[config.mk]
export PLATFORM = sky130hd
export DESIGN_NAME = dom_d2_rand_gen
export DESIGN_NICKNAME = d
export VERILOG_FILES = /design/src/rtl/dom_d2_rand_gen.sv
export SDC_FILE = /design/constraint.sdc
export NUM_CORES = 1
export LEC_CHECK = 0
export BUFFER_PORTS_ARGS = -buffer_cell sky130_fd_sc_hd__buf_4
export CAP_MARGIN = 25
export CORE_UTILIZATION = 54
export CTS_CLUSTER_SIZE = 10
export DETAILED_ROUTE_END_ITERATION = 8
export GPL_ROUTABILITY_DRIVEN = 0
export PLACE_DENSITY = 0.9
export SETUP_SLACK_MARGIN = 0.3
export SYNTH_ARGS = -nofsm -noshare
export SYNTH_HDL_FRONTEND = slang
export SYNTH_SLANG_ARGS = --single-unit
[constraint.sdc]
create_clock -name clk -period 7 [get_ports clk]
set_clock_uncertainty 0.05 [all_clocks]
set_input_delay 0.7 -clock clk [delete_from_list [all_inputs] [get_ports clk]]
set_output_delay 0.7 -clock clk [all_outputs]
set_load 0.01 [all_outputs]
[src/rtl/dom_d2_rand_gen.sv]
// -----------------------------------------------------------------------------
// dom_d2_rand_gen
//
// Fresh-randomness source for an array of second-order (three-share) DOM AND
// gates. A seeded 64-bit Fibonacci LFSR (x^64+x^63+x^61+x^60+1) is advanced
// K = 3*N_GATES steps per clock; the K feedback bits of one advance form the
// output word r, three bits per gate. After every (re)seed the LFSR runs a
// warm-up phase of WARMUP advances before words are handed out. A word is
// flagged with r_valid for exactly one cycle, so no bit is ever consumed twice.
//
// Parameters
//   N_GATES     number of downstream d=2 DOM gates (1..21)
//   WARMUP      LFSR advances after seed acceptance before RUN (0..255)
//
// Ports
//   clk         rising-edge clock
//   rst         asynchronous active-high reset
//   seed        64-bit seed word (0 is replaced by 1)
//   seed_valid  seed offered
//   seed_ready  seed accepted when seed_valid & seed_ready (1 outside reset)
//   en          request a fresh word this cycle (honoured in RUN only)
//   r           randomness; r[3g+2:3g] feeds gate g
//   r_valid     r was refreshed at the last edge
//   busy        warm-up in progress
//
// State | meaning
// ------+--------------------------------------------------------------------
// IDLE  | unseeded after reset; en ignored, outputs quiet
// WARMUP| LFSR advances every cycle, r held, r_valid low
// RUN   | en=1 advances LFSR and publishes the advance bits; en=0 holds
// -----------------------------------------------------------------------------
module dom_d2_rand_gen #(
    parameter int N_GATES = 4,
    parameter int WARMUP  = 16
) (
    input  logic                 clk,
    input  logic                 rst,
    input  logic [63:0]          seed,
    input  logic                 seed_valid,
    output logic                 seed_ready,
    input  logic                 en,
    output logic [3*N_GATES-1:0] r,
    output logic                 r_valid,
    output logic                 busy
);

    localparam int K     = 3 * N_GATES;
    // The counter is never consulted when WARMUP is 0; keep it one bit wide
    // so the declaration stays legal.
    localparam int CNT_W = (WARMUP > 0) ? $clog2(WARMUP + 1) : 1;
    localparam logic [CNT_W-1:0] WARM_LAST = CNT_W'((WARMUP > 0) ? (WARMUP - 1) : 0);

    typedef enum logic [1:0] {
        ST_IDLE   = 2'd0,
        ST_WARMUP = 2'd1,
        ST_RUN    = 2'd2
    } state_t;

    state_t           state;
    logic [63:0]      lfsr_state;
    logic [63:0]      adv_state;
    logic [K-1:0]     adv_bits;
    logic [63:0]      seed_eff;
    logic [CNT_W-1:0] warm_cnt;
    logic             seed_acc;

    assign seed_acc = seed_valid & seed_ready;

    // The all-zero state is the LFSR's lock-up point.
    assign seed_eff = (seed == 64'h0) ? 64'h1 : seed;

    // K single steps unrolled. Step i's feedback bit lands in adv_bits[i],
    // so the first generated bit is the LSB of the word.
    always_comb begin
        adv_state = lfsr_state;
        adv_bits  = '0;
        for (int i = 0; i < K; i++) begin
            adv_bits[i] = adv_state[63] ^ adv_state[62] ^ adv_state[60] ^ adv_state[59];
            adv_state   = {adv_state[62:0], adv_bits[i]};
        end
    end

    always_ff @(posedge clk or posedge rst) begin
        if (rst) begin
            state      <= ST_IDLE;
            lfsr_state <= '0;
            r          <= '0;
            r_valid    <= 1'b0;
            busy       <= 1'b0;
            seed_ready <= 1'b0;
            warm_cnt   <= '0;
        end else begin
            seed_ready <= 1'b1;
            // A seed overrides everything, including a concurrent en in RUN.
            if (seed_acc) begin
                lfsr_state <= seed_eff;
                r          <= '0;
                r_valid    <= 1'b0;
                warm_cnt   <= '0;
                if (WARMUP == 0) begin
                    state <= ST_RUN;
                    busy  <= 1'b0;
                end else begin
                    state <= ST_WARMUP;
                    busy  <= 1'b1;
                end
            end else begin
                case (state)
                    ST_IDLE: begin
                        r_valid <= 1'b0;
                    end
                    ST_WARMUP: begin
                        lfsr_state <= adv_state;
                        r_valid    <= 1'b0;
                        if (warm_cnt == WARM_LAST) begin
                            state <= ST_RUN;
                            busy  <= 1'b0;
                        end else begin
                            warm_cnt <= warm_cnt + CNT_W'(1);
                        end
                    end
                    ST_RUN: begin
                        if (en) begin
                            lfsr_state <= adv_state;
                            r          <= adv_bits;
                            r_valid    <= 1'b1;
                        end else begin
                            r_valid <= 1'b0;
                        end
                    end
                    default: begin
                        state   <= ST_IDLE;
                        busy    <= 1'b0;
                        r_valid <= 1'b0;
                    end
                endcase
            end
        end
    end

endmodule

==> metrics.txt <==
global-route wire length before repair=16.7 mm; Synth Register Bits=85; CTS Buf Count=9; CTS tree=done; grt ovf=0; Die Wd=90.0 um; R2R cell count=4; critical path capture point type=register; DRT iter0 DRCs=211; setup TNS=0 ns; root buf cell=clkbuf_8; most used routing layer=met2; top_reg_cell synth=dfrtp_1; Final Hold Fails=0; status=completed; Total GRT Usage=27.2%; Worst EP arrival=2.72 ns; Max VDD drop=218 uV; sequential element share of the synthesized area=50.9%; Yosys top cell by area=dfrtp_1; CP most frequent cell=buf_4; final setup violation count=0; CTS sink cnt=85; clock latency on the worst-skew pair=0.36 ns; I/O pin count=83; max incr delay on CP=0.80 ns; # DRC=0; worst slew pin tran=1.05 ns; startpoint types=input pin; vias in the first global route=3,336; clk slew on worst S/H paths=0.08 ns; CTS max path bufs=2; post-route ant nets=0; YS warnings=0; Finished Core Util=68.8%; reg2reg start=state[1]; top cells by count, synth=dfrtp_1 (85), nand2_1 (55), mux2i_1 (53); worst-path cell chain=buf_4, and2_2, nor3_4, buf_4, o21ai_0; Resized Gates After CTS=0; H-tree Lvls=3; Worst Hold Margin=0.310 ns; Final Cycle Share=37.1%; setup bufs post-CTS=0; Net Count, Synth=479; Core Area=0.00737 mm2; fin crit period=2.60 ns; Overall Power=1.88 mW; WL final=10.4 mm; M1 GR Usage=35.0%; Slowest cell on crit path=buf_4; most frequent cell after synthesis=dfrtp_1; via count=3,355; DP Wirelength=7.49 mm; Crit. Startpoint=seed_valid; asr flop ratio synth=100%; die height=90.0 um; Vias/cell=5.75; max-cap viol count=0; layout cells sized above 1=22.1%; FMAX=0.385 GHz; ANT cells=0; Initial Utilization=56.7%; Post-Synthesis Cell Area=0.00418 mm2; # nets final=549; critical path class=in -> reg; RSZ-0062 raised after global routing=no; met3 GRT Util=3.72%; die area=0.00810 mm2; Cells after Synth=409; HP Class=in -> async; Final Max Tran Viols=0; number of synthesized flops with an enable pin=0; Yosys cell types=32; cts hold-fix bufs=0; Routed WL per cell=17.8 um; number of port buffers=82; largest net degree at the start of global routing=127; top cells by area, synth=dfrtp_1 (51%), mux2i_1 (13%), xnor2_1 (6.1%); syn_area_per_cell=10.2 um2; Area growth syn-to-layout=21.3%; DRT Pass-1 Iters=5; Crit path required time=7.12 ns; relative slew slack=29.9%; Leak=2.31 nW; initial antenna violation count=0; CP max FO=126; pwr dens=371 mW/mm2; cell row count=31; GR Util met2=44.5%; share of the synthesized area in the top cell type=50.9%
[state kept, by name, indices dropped and copies added, names as in the netlist]
| signal | cells |
|---|---|
| lfsr_state | 64 |
| r | 12 |
| r_valid | 1 |
| seed_ready | 1 |
| state | 2 |
| warm_cnt | 5 |
[layout by cell type, fill, tap and decap left out, drive strengths merged, types with 11 or more instances in the layout]
| master | synthesis | routed |
|---|---|---|
| xnor2 | 29 | 29 |
| a211oi | 23 | 23 |
| a21o | 11 | 11 |
| buf | 14 | 86 |
| nand2 | 55 | 55 |
| dfrtp | 85 | 85 |
| nor2 | 29 | 29 |
| nor4 | 18 | 18 |
| mux2i | 53 | 53 |
| clkbuf | 13 | 12 |
| o21ai | 53 | 53 |
[area by class of cell]
class                   instances  area, um2
inverters                       2       8.76
clock inverters                 4       70.1
flip-flops and latches         85       2130
multi-input cells             295       1920
clock buffers                  12        155
repair buffers                 86        666
fillers                       577       2300
well taps                      99        124
[metal layers]
layer	up-vias	wire length, um	share of wire (%)
met4	0	485	4.7
met5	-	0	0
met1	1596	4250	41
li1	1577	-	-
met2	147	5070	49
met3	35	599	5.8
[final timing paths]
| path | endpoint | slack (ns) |
|---|---|---|
| worst max register to register | lfsr_state[31] | 4.46 |
| min in group clk | lfsr_state[13] | 0.44 |
| worst min register to register | lfsr_state[13] | 0.44 |
| max in group asynchronous | lfsr_state[4] | 5.98 |
| worst min-delay path | warm_cnt[2] | 0.31 |
| worst max-delay path | lfsr_state[31] | 4.40 |
[per-stage QoR]
stage,cells,setup slack [ns],instance area (um2)
floorplan,409,4.06,4180
global placement,566,4.19,4820
detailed placement,566,4.08,4820
CTS,582,4.45,5040
global route,583,4.26,5070
finish,583,4.40,5070
[power by group]
part	total, mW	leakage (nW)	internal [mW]	switching [mW]
Clock	0.392	0.116	0.219	0.173
Combinational	0.664	1.16	0.318	0.346
Sequential	0.826	1.03	0.673	0.154
Total	1.88	2.31	1.21	0.673
[worst max-delay path: cells and delay by family]
family	cells	cell delay (ns)
buffers and inverters	2	0.91
and+or+nand+nor	2	0.74
AOI/OAI and AO/OA	1	0.31
[cells by family after synthesis]
kind of cell / count (synthesis) / share of synthesized area, %
AOI/OAI and AO/OA: 91 / 13.1
xor gates and xnor gates: 31 / 6.49
adders and majority gates: 2 / 0.598
buffers and inverters: 29 / 3.26
DFF: 85 / 50.9
muxes: 53 / 12.7
other: 1 / 0.0897
and+or+nand+nor: 117 / 12.9
(Power assumes the default switching activity.)
